[src/rtl/scope_pkg.sv]
// Shared definitions for the scope digital core's SPI master: slave-select
// codes, the transaction FSM states and the select decoder.
package scope_pkg;

  localparam logic [2:0] SS_TRIG = 3'b000;
  localparam logic [2:0] SS_CH1  = 3'b001;
  localparam logic [2:0] SS_CH2  = 3'b010;
  localparam logic [2:0] SS_CH3  = 3'b011;
  localparam logic [2:0] SS_EEP  = 3'b100;

  typedef enum logic [1:0] {IDLE, FRONT, SHIFT} spi_state_t;

  // Active-low one-cold select vector; unused codes select nobody.
  function automatic logic [4:0] ss_decode(input logic [2:0] sel);
    logic [4:0] ss_n;
    ss_n = '1;
    case (sel)
      SS_TRIG: ss_n[0] = 1'b0;
      SS_CH1:  ss_n[1] = 1'b0;
      SS_CH2:  ss_n[2] = 1'b0;
      SS_CH3:  ss_n[3] = 1'b0;
      SS_EEP:  ss_n[4] = 1'b0;
      default: ss_n = '1;
    endcase
    return ss_n;
  endfunction

endpackage

[src/rtl/spi_sclk_gen.sv]
// Half-period counter producing SCLK for the SPI master. rise_nxt_o/fall_nxt_o
// pulse in the cycle before SCLK changes, so the FSM acts on the same edge.
module spi_sclk_gen #(
  parameter int unsigned H = 16
) (
  input  logic clk,
  input  logic rst_n,
  input  logic en_i,
  input  logic hold_low_i,
  output logic rise_nxt_o,
  output logic fall_nxt_o,
  output logic sclk_o
);

  localparam int unsigned CW = $clog2(H + 1);

  logic [CW-1:0] cnt_q;
  logic          sclk_q;
  logic          tick;

  // Counter reloads H (not H-1) while idle: the first phase after enable is
  // one clk longer, which accounts for the accepting edge in the latency.
  assign tick       = en_i && (cnt_q == '0);
  assign rise_nxt_o = tick && !sclk_q;
  assign fall_nxt_o = tick && sclk_q;
  assign sclk_o     = sclk_q;

  // Half-period down-counter and SCLK toggle; hold_low_i masks the rise that
  // would follow the back porch.
  always_ff @(posedge clk) begin
    if (!rst_n) begin
      cnt_q  <= CW'(H);
      sclk_q <= 1'b0;
    end else if (!en_i) begin
      cnt_q  <= CW'(H);
      sclk_q <= 1'b0;
    end else begin
      if (cnt_q == '0) cnt_q <= CW'(H - 1);
      else             cnt_q <= cnt_q - CW'(1);
      if (rise_nxt_o && !hold_low_i) sclk_q <= 1'b1;
      else if (fall_nxt_o)           sclk_q <= 1'b0;
    end
  end

endmodule

[src/rtl/spi_mstr.sv]
// SPI master (mode 0) for 16-bit config transactions to the trigger DAC,
// AFE gain pots and calibration EEPROM. Shifts MSB-first, returns MISO word.
module spi_mstr
  import scope_pkg::*;
#(
  parameter int unsigned SCLK_DIV = 32,
  parameter int unsigned NUM_BITS = 16
) (
  input  logic                clk,
  input  logic                rst_n,
  input  logic                wrt_SPI,
  input  logic [NUM_BITS-1:0] SPI_data,
  input  logic [2:0]          ss,
  input  logic                MISO,
  output logic                SCLK,
  output logic                MOSI,
  output logic [4:0]          SS_n,
  output logic                SPI_done,
  output logic [NUM_BITS-1:0] rd_data,
  output logic [7:0]          EEP_data
);

  localparam int unsigned H  = SCLK_DIV / 2;
  localparam int unsigned BW = $clog2(NUM_BITS);

  spi_state_t          state_q;
  logic [NUM_BITS-1:0] shft_q;
  logic [NUM_BITS-1:0] rd_q;
  logic [BW-1:0]       bit_cnt_q;
  logic                porch_q;
  logic [4:0]          ss_n_q;
  logic                mosi_q;
  logic                done_q;
  logic                miso_s1_q, miso_s2_q, miso_smpl_q;
  logic                rise_nxt, fall_nxt;

  spi_sclk_gen #(.H(H)) u_sclk (
    .clk        (clk),
    .rst_n      (rst_n),
    .en_i       (state_q != IDLE),
    .hold_low_i (porch_q),
    .rise_nxt_o (rise_nxt),
    .fall_nxt_o (fall_nxt),
    .sclk_o     (SCLK)
  );

  // MISO two-flop synchronizer and capture on the SCLK rising edge.
  always_ff @(posedge clk) begin
    if (!rst_n) begin
      miso_s1_q   <= 1'b0;
      miso_s2_q   <= 1'b0;
      miso_smpl_q <= 1'b0;
    end else begin
      miso_s1_q <= MISO;
      miso_s2_q <= miso_s1_q;
      if (rise_nxt) miso_smpl_q <= miso_s2_q;
    end
  end

  // Transaction FSM with shift register, bit counter and registered outputs.
  always_ff @(posedge clk) begin
    if (!rst_n) begin
      state_q   <= IDLE;
      shft_q    <= '0;
      rd_q      <= '0;
      bit_cnt_q <= '0;
      porch_q   <= 1'b0;
      ss_n_q    <= '1;
      mosi_q    <= 1'b0;
      done_q    <= 1'b0;
    end else begin
      case (state_q)
        IDLE: begin
          if (wrt_SPI) begin
            shft_q    <= SPI_data;
            mosi_q    <= SPI_data[NUM_BITS-1];
            ss_n_q    <= ss_decode(ss);
            done_q    <= 1'b0;
            bit_cnt_q <= '0;
            porch_q   <= 1'b0;
            state_q   <= FRONT;
          end
        end
        FRONT: begin
          if (rise_nxt) state_q <= SHIFT;
        end
        SHIFT: begin
          if (fall_nxt) begin
            shft_q    <= {shft_q[NUM_BITS-2:0], miso_smpl_q};
            mosi_q    <= shft_q[NUM_BITS-2];
            bit_cnt_q <= bit_cnt_q + BW'(1);
            if (bit_cnt_q == BW'(NUM_BITS - 1)) porch_q <= 1'b1;
          end
          // End of the back porch: the suppressed rise marks completion.
          if (porch_q && rise_nxt) begin
            ss_n_q  <= '1;
            done_q  <= 1'b1;
            rd_q    <= shft_q;
            porch_q <= 1'b0;
            state_q <= IDLE;
          end
        end
        default: state_q <= IDLE;
      endcase
    end
  end

  assign MOSI     = mosi_q;
  assign SS_n     = ss_n_q;
  assign SPI_done = done_q;
  assign rd_data  = rd_q;
  assign EEP_data = rd_q[7:0];

endmodule

[config.mk]
export PLATFORM = sky130hd
export DESIGN_NAME = spi_mstr
export DESIGN_NICKNAME = d
export VERILOG_FILES = /design/src/rtl/scope_pkg.sv /design/src/rtl/spi_sclk_gen.sv /design/src/rtl/spi_mstr.sv
export SDC_FILE = /design/constraint.sdc
export NUM_CORES = 1
export LEC_CHECK = 0
export BUFFER_PORTS_ARGS = -buffer_cell sky130_fd_sc_hd__buf_2
export CORE_ASPECT_RATIO = 0.75
export CORE_MARGIN = 5
export CORE_UTILIZATION = 27
export DETAILED_ROUTE_END_ITERATION = 10
export GPL_TIMING_DRIVEN = 0
export SLEW_MARGIN = 20
export SYNTH_ARGS = -nofsm -noshare
export SYNTH_HDL_FRONTEND = slang
export SYNTH_HIERARCHICAL = 1
export SYNTH_SLANG_ARGS = --single-unit
export TNS_END_PERCENT = 10
[constraint.sdc]
create_clock -name clk -period 2.9 [get_ports clk]
set_clock_uncertainty 0.15 [all_clocks]
set_input_delay 0.725 -clock clk [delete_from_list [all_inputs] [get_ports clk]]
set_output_delay 0.725 -clock clk [all_outputs]
set_load 0.01 [all_outputs]
==> results of run 1 <==
## metrics by stage
| step | instances | total power [mW] | area [µm²] | hold slack, ns |
|---|---|---|---|---|
| 3_5_place_dp | 401 | 0.951 | 2750 | 0.270 |
| 4_1_cts | 409 | 1.54 | 2890 | 0.286 |
| 3_3_place_gp | 401 | 0.946 | 2750 | 0.272 |
| 2_1_floorplan | 239 | 0.901 | 2340 | 0.262 |
| 5_1_grt | 409 | 1.58 | 2890 | 0.313 |
| 6_report | 409 | 1.52 | 2890 | 0.284 |
## layout make-up
cell class | instances | area, µm² | share of cell area
Buffer | 23 | 135 | 0.0468
Clock buffer | 6 | 129 | 0.0446
Clock inverter | 2 | 13.8 | 0.00477
Inverter | 3 | 11.3 | 0.00390
Multi-Input combinational cell | 159 | 1110 | 0.385
Sequential cell | 54 | 1080 | 0.374
Tap cell | 108 | 135 | 0.0468
Timing Repair Buffer | 54 | 270 | 0.0936
## path summary, 6_finish.rpt
kind,start,end,cells after the start
max reg2reg,u_sclk/cnt_q[0]$_SDFF_PN0_,shft_q[13]$_SDFFE_PN0P_,8
min reg2reg,miso_s1_q$_SDFF_PN0_,miso_s2_q$_SDFF_PN0_,1
max,u_sclk/cnt_q[0]$_SDFF_PN0_,shft_q[13]$_SDFFE_PN0P_,8
min,miso_s1_q$_SDFF_PN0_,miso_s2_q$_SDFF_PN0_,1
## per-layer routing
layer,part of all wire,vias to the layer above,global-route usage,wire length [µm]
li1,-,968,-,-
met1,0.51,894,0.147,2910
met2,0.42,53,0.164,2370
met3,0.058,7,0.0326,328
met4,0.016,0,0.0411,89
met5,0,-,0,0
## state kept, by name, indices dropped and copies added (netlist names), 2 cells and up
register,count
u_sclk/cnt_q,5
SS_n,5
state_q,2
rd_data,16
bit_cnt_q,4
shft_q,16
## cell usage in the layout, fill, tap and decap left out, types with 2 or more instances in the layout
master and n:
nand3b_1 2, and2_1 2, clkbuf_16 5, buf_2 63, nand2b_1 3, a31oi_1 2
nor3b_1 3, clkbuf_1 6, nor4b_1 4, o21a_1 16, buf_4 8, o221a_1 16
mux2i_1 7, inv_1 3, nor3_1 3, nor2b_1 4, o21ai_0 2, nand2_1 41
ha_1 2, a21oi_1 6, a21boi_1 5, a21boi_0 11, nand3_1 2, dfxtp_1 54
nor2_1 7, xnor2_1 2, a41oi_1 2
## report_power, final
| part | leakage [nW] | switching (mW) | internal, mW |
|---|---|---|---|
| Sequential | 0.441 | 0.0230 | 0.770 |
| Clock | 0.0708 | 0.261 | 0.321 |
| Combinational | 0.662 | 0.0705 | 0.0702 |
## cell families (layout without fill, tap and decap cells)
kind of cell    count (synthesis)  in the layout  share of synthesized area
simple gates                   83             83                      0.194
compound gates                 65             65                      0.234
flops                          54             54                      0.462
mux                             7              7                     0.0299
xor+xnor                        2              2                    0.00749
buf+inv                        26             88                     0.0626
fa+ha+maj                       2              2                     0.0107
## critical path: stages (launching register included)
cell     delay, ns
dfxtp_1       0.32
inv_1         0.07
ha_1          0.23
nor4b_4       0.29
and3_2        0.27
mux2i_1       0.15
nor2_2        0.39
buf_2         0.31
o21a_1        0.14
==> summary.json, run 1 <==
{
  "placement": {
    "placement.io_buffers": 54,
    "dp_worst_setup_slack_ns": 0.555,
    "hpwl_mm": 4.26,
    "gpl.final_weighted_congestion": 0.768
  },
  "sta": {
    "achievable_frequency_mhz": 423,
    "fin_setup_tns_ns": 0,
    "slew_headroom": 0.598,
    "worst_pin_slew_ns": 0.602,
    "rsz_0062_raised_after_global_routing": "false",
    "drv_slew": 0,
    "setup_ws_ns": 0.538,
    "layout_min_cycle_time_ns": 2.36,
    "timing_hold_violations_final": 0,
    "finalSetupViolCount": 0,
    "post-route-period-util": 0.815
  },
  "layout": {
    "final_layout_size_suffix_gt1_frac": 0.286,
    "area_growth_syn_to_layout_pct": 23.4,
    "nFillCells": 893,
    "final_net_count": 325,
    "finish.utilization": 0.342,
    "insertedDiodeCount": 0
  },
  "global_routing": {
    "grt_pass1_wl_mm": 9.60,
    "largest_net_degree_at_the_start_of_global_routing": 17,
    "global_route.usage.total": 0.109,
    "antenna_found_initial": 0,
    "via_count_of_the_first_global_routing_pass": 1919,
    "grt_total_ovfl": 0
  },
  "synth": {
    "ys_top_cells_by_count": "54 x dfxtp_1, 41 x nand2_1, 16 x o21a_1, 16 x o221a_1, 11 x a21boi_0",
    "yosysSeqAreaShare": 0.462,
    "share_of_the_synthesized_area_in_the_top_cell_type": 0.462,
    "postSynthRegisterBits": 54,
    "synthesis.yosys.warnings": 6,
    "synth.area.top_cells": "dfxtp_1 46%, o221a_1 7.7%, nand2_1 6.6%",
    "synthArstFlopShare": 0,
    "synth_most_common_cell": "dfxtp_1",
    "syn_avg_cell_area_um2": 9.79,
    "mappedNetlistArea_um2": 2340,
    "synth_ff_type": "dfxtp_1",
    "post-synth-top-area-cell": "dfxtp_1",
    "synthDistinctLibCells": 44,
    "synth_edf_count": 0,
    "syn_nets": 264,
    "syn_inst": 239
  },
  "drt": {
    "totalWireLength_mm": 5.70,
    "routedWlPerCell_um": 13.9,
    "drt_iter0_markers": 105,
    "drtAntennaViolNets": 0,
    "drt-vias-per-instance": 4.70,
    "vias": 1922,
    "drt_pre_antenna_iters": 4,
    "drc": 0
  },
  "cts": {
    "postCtsResizedCells": 0,
    "cts_tree": "built",
    "clock_sink_count": 54,
    "postCtsSetupRepairBufs": 0,
    "clkTransAtPathRegs_ns": 0.07,
    "numCtsBuffers": 5,
    "cts_hold_buf": 0,
    "cts.path.max_buffers": 2,
    "worstSkewPairLatency_ns": 0.29,
    "cts-root-buf": "clkbuf_16",
    "deepest_level_of_the_cts_h_tree": 2
  },
  "floorplan": {
    "start_util": 0.277,
    "die_x_um": 117,
    "num_rows": 29,
    "core_region_area_um2": 8450,
    "floorplan.io_pins": 55,
    "chipHeight_um": 90.6,
    "dieArea_um2": 10600
  },
  "critical_path": {
    "path_max_fanout": 10,
    "worst_setup_path_start_kind": "flop",
    "type_of_the_worst_setup_path": "reg2reg",
    "regToRegSetupSlack_ns": 0.54,
    "crit_path_arrival_time_ns": 2.45,
    "required_time_at_the_endpoint_of_the_critical_path_ns": 2.99,
    "crit_path_end_kind": "flop"
  },
  "power_and_ir_drop": {
    "power.static_leakage_nw": 1.17,
    "irDropWorstVdd_mv": 0.249,
    "power-per-cell-area_nw_per_um2": 525
  },
  "job": {
    "max_cap_viol_count": 0
  },
  "run_status": {
    "status": "completed"
  },
  "worst_hold_path": {
    "hp-class": "reg2reg"
  }
}
(Power assumes the default switching activity.)
==> inputs of run 2 (changes only) <==
==> constraint.sdc (replaced) <==
create_clock -name clk -period 2.05 [get_ports clk]
set_clock_uncertainty 0.15 [all_clocks]
set_input_delay 0.5125 -clock clk [delete_from_list [all_inputs] [get_ports clk]]
set_output_delay 0.5125 -clock clk [all_outputs]
set_load 0.01 [all_outputs]
==> run 2 against run 1 <==
  * Flip-flop and latch count is the same
  * Clock-buffer cell count is the same
  * Setup slack lost 0.52 ns
  * Fmax grew 16%
  * Register-to-register slack lost 0.52 ns
==> summary.json, run 2 (synthesis results as in run 1) <==
{
  "sta": {
    "post-route-period-util": {"value": 0.992, "change": "+0.177"},
    "fin_setup_tns": {"value": 0, "unit": "ns", "change": "unchanged"},
    "finalSetupViolCount": {"value": 0, "change": "unchanged"},
    "drv_slew": {"value": 0, "change": "unchanged"},
    "slew_headroom": {"value": 0.483, "change": "-0.115"},
    "worst_pin_slew": {"value": 0.774, "unit": "ns", "change": "+0.172 ns"},
    "rsz_0062_raised_after_global_routing": "true",
    "layout_min_cycle_time": {"value": 2.03, "unit": "ns", "change": "-0.330 ns"},
    "achievable_frequency": {"value": 492, "unit": "MHz", "change": "+16%"},
    "timing_hold_violations_final": {"value": 0, "change": "unchanged"}
  },
  "floorplan": {
    "start_util": {"value": 0.277, "change": "unchanged"},
    "num_rows": {"value": 29, "change": "unchanged"},
    "floorplan.io_pins": {"value": 55, "change": "unchanged"},
    "core_region_area": {"value": 8450, "unit": "µm²", "change": "unchanged"},
    "dieArea": {"value": 10600, "unit": "µm²", "change": "unchanged"},
    "die_x": {"value": 117, "unit": "µm", "change": "unchanged"},
    "chipHeight": {"value": 90.6, "unit": "µm", "change": "unchanged"}
  },
  "layout": {
    "finish.utilization": {"value": 0.369, "change": "+0.0269"},
    "mostFrequentLayoutCells": "56 x buf_2, 50 x dfxtp_1, 41 x nand2_1",
    "final_layout_size_suffix_gt1_frac": {"value": 0.359, "change": "+0.0733"},
    "insertedDiodeCount": {"value": 0, "change": "unchanged"},
    "regArea": {"value": 1090, "unit": "µm²", "change": "+0.69%"},
    "commonest_non_fill_non_tap_cell_in_the_layout": "buf_2",
    "final_net_count": {"value": 336, "change": "+3.4%"},
    "multiInputGateArea": {"value": 1200, "unit": "µm²", "change": "+7.8%"},
    "area_growth_syn_to_layout_pct": 33.2,
    "nFillCells": {"value": 858, "change": "-3.9%"}
  },
  "global_routing": {
    "grt_total_ovfl": {"value": 0, "change": "unchanged"},
    "largest_net_degree_at_the_start_of_global_routing": {"value": 17, "change": "unchanged"},
    "antenna_found_initial": {"value": 0, "change": "unchanged"},
    "grt_pass1_wl": {"value": 9.96, "unit": "mm", "change": "+3.7%"},
    "via_count_of_the_first_global_routing_pass": {"value": 1997, "change": "+4.1%"},
    "global_route.usage.total": {"value": 0.113, "change": "+0.00382"}
  },
  "placement": {
    "gpl.final_weighted_congestion": {"value": 0.768, "change": "unchanged"},
    "hpwl": {"value": 4.26, "unit": "mm", "change": "unchanged"},
    "placement.io_buffers": {"value": 54, "change": "unchanged"}
  },
  "cts": {
    "clkTransAtPathRegs": {"value": 0.07, "unit": "ns", "change": "about the same"},
    "clock_sink_count": {"value": 54, "change": "unchanged"},
    "deepest_level_of_the_cts_h_tree": {"value": 2, "change": "unchanged"},
    "cts_tree": "built",
    "worstSkewPairLatency": {"value": 0.29, "unit": "ns", "change": "about the same"},
    "numCtsBuffers": {"value": 5, "change": "unchanged"},
    "cts.path.max_buffers": {"value": 2, "change": "unchanged"},
    "cts-root-buf": "clkbuf_16"
  },
  "drt": {
    "vias": {"value": 2007, "change": "+4.4%"},
    "drc": {"value": 0, "change": "unchanged"},
    "drt-vias-per-instance": {"value": 4.78, "change": "+1.7%"},
    "totalWireLength": {"value": 6.17, "unit": "mm", "change": "+8.2%"},
    "drtAntennaViolNets": {"value": 0, "change": "unchanged"},
    "routedWlPerCell": {"value": 14.7, "unit": "µm", "change": "+5.3%"},
    "drt_iter0_markers": {"value": 72, "change": "-31%"},
    "drt_pre_antenna_iters": {"value": 4, "change": "unchanged"}
  },
  "power_and_ir_drop": {
    "sequentialPowerShare": {"value": 0.516, "change": "-0.007"},
    "power-per-cell-area": {"value": 699, "unit": "nW/µm²", "change": "+33%"},
    "comb_power_share": {"value": 0.106, "change": "+0.013"},
    "power.switching": {"value": 0.512, "unit": "mW", "change": "+45%"},
    "irDropWorstVdd": {"value": 0.349, "unit": "mV", "change": "+41%"},
    "netSwitchingFraction": {"value": 0.235, "change": "+0.00148"},
    "p_int": {"value": 1.67, "unit": "mW", "change": "+43%"},
    "power.static_leakage": {"value": 1.30, "unit": "nW", "change": "+11%"},
    "power.share.clock": {"value": 0.378, "change": "-0.006"}
  },
  "job": {
    "max_cap_viol_count": {"value": 0, "change": "unchanged"}
  },
  "critical_path": {
    "path_max_fanout": {"value": 6, "change": "-4"},
    "type_of_the_worst_setup_path": "reg2reg",
    "worst_setup_path_start_kind": "flop",
    "crit_path_end_kind": "flop",
    "crit_path_arrival_time": {"value": 2.10, "unit": "ns", "change": "-0.35 ns"},
    "required_time_at_the_endpoint_of_the_critical_path": {"value": 2.12, "unit": "ns", "change": "-0.87 ns"},
    "regToRegSetupSlack": {"value": 0.02, "unit": "ns", "change": "-0.52 ns"}
  },
  "run_status": {
    "status": "completed"
  },
  "worst_hold_path": {
    "hp-class": "in2reg"
  }
}
-- run 2: metal layers --
| metal | vias to the layer above | share of wire | GRT usage |
|---|---|---|---|
| met5 | - | 0 | 0 |
| met4 | 0 | 0.024 | 0.0458 |
| met3 | 11 | 0.055 | 0.0326 |
| met2 | 58 | 0.43 | 0.173 |
| met1 | 940 | 0.49 | 0.149 |
| li1 | 998 | - | - |
-- run 2: power groups by stage --
stage	Clock, mW	Sequential, mW	Combinational [mW]
CTS	0.852	1.12	0.218
floorplan	0	1.14	0.135
detailed placement	0	1.15	0.200
global placement	0	1.14	0.194
finish	0.822	1.12	0.232
global route	0.888	1.13	0.252
-- run 2: repair_timing --
item | CTS | global route
hold buffers | 0 | 0
gates resized for setup | 29 | 20
endpoints found under the setup margin | 40 | 33
buffers inserted | 3 | 6
gates cloned | 1 | 1
pin swaps | 1 | 4
-- run 2: worst paths after layout --
kind                                            startpoint                 endpoint  depth (start not counted)
worst min-delay path                                  MISO     miso_s1_q$_SDFF_PN0_                          2
worst min register to register        miso_s1_q$_SDFF_PN0_     miso_s2_q$_SDFF_PN0_                          1
worst max-delay path            u_sclk/cnt_q[1]$_SDFF_PN0_  rd_data[4]$_SDFFE_PN0P_                         10
worst max register to register  u_sclk/cnt_q[1]$_SDFF_PN0_  rd_data[4]$_SDFFE_PN0P_                         10
-- run 2: cell type report --
| type | instances | area share |
|---|---|---|
| clock buffer | 6 | 0.0414 |
| tap | 108 | 0.0434 |
| multi-input combinational | 159 | 0.385 |
| inverter | 3 | 0.00361 |
| timing repair buffer | 65 | 0.112 |
| clock inverter | 2 | 0.00442 |
| buffer | 23 | 0.0606 |
| sequential | 54 | 0.349 |
-- run 2: worst max-delay path, cell delays in order (launching register included) --
cell	delay [ns]
dfxtp_2	0.32
inv_2	0.06
ha_4	0.15
nor4b_4	0.20
nand2_1	0.10
nor2_2	0.15
buf_6	0.13
and4b_4	0.30
buf_2	0.20
nand2_1	0.07
a21boi_0	0.13
-- run 2: metrics by stage --
stage / setup slack [ns] / power, mW / instances / area [µm²] / hold WS [ns]
floorplan: 0.0198 / 1.27 / 239 / 2340 / 0.262
global placement: -0.243 / 1.34 / 401 / 2750 / 0.272
detailed placement: -0.295 / 1.35 / 401 / 2750 / 0.270
CTS: 0.00894 / 2.19 / 413 / 3030 / 0.271
global route: -0.120 / 2.27 / 420 / 3120 / 0.293
finish: 0.0173 / 2.18 / 420 / 3120 / 0.278
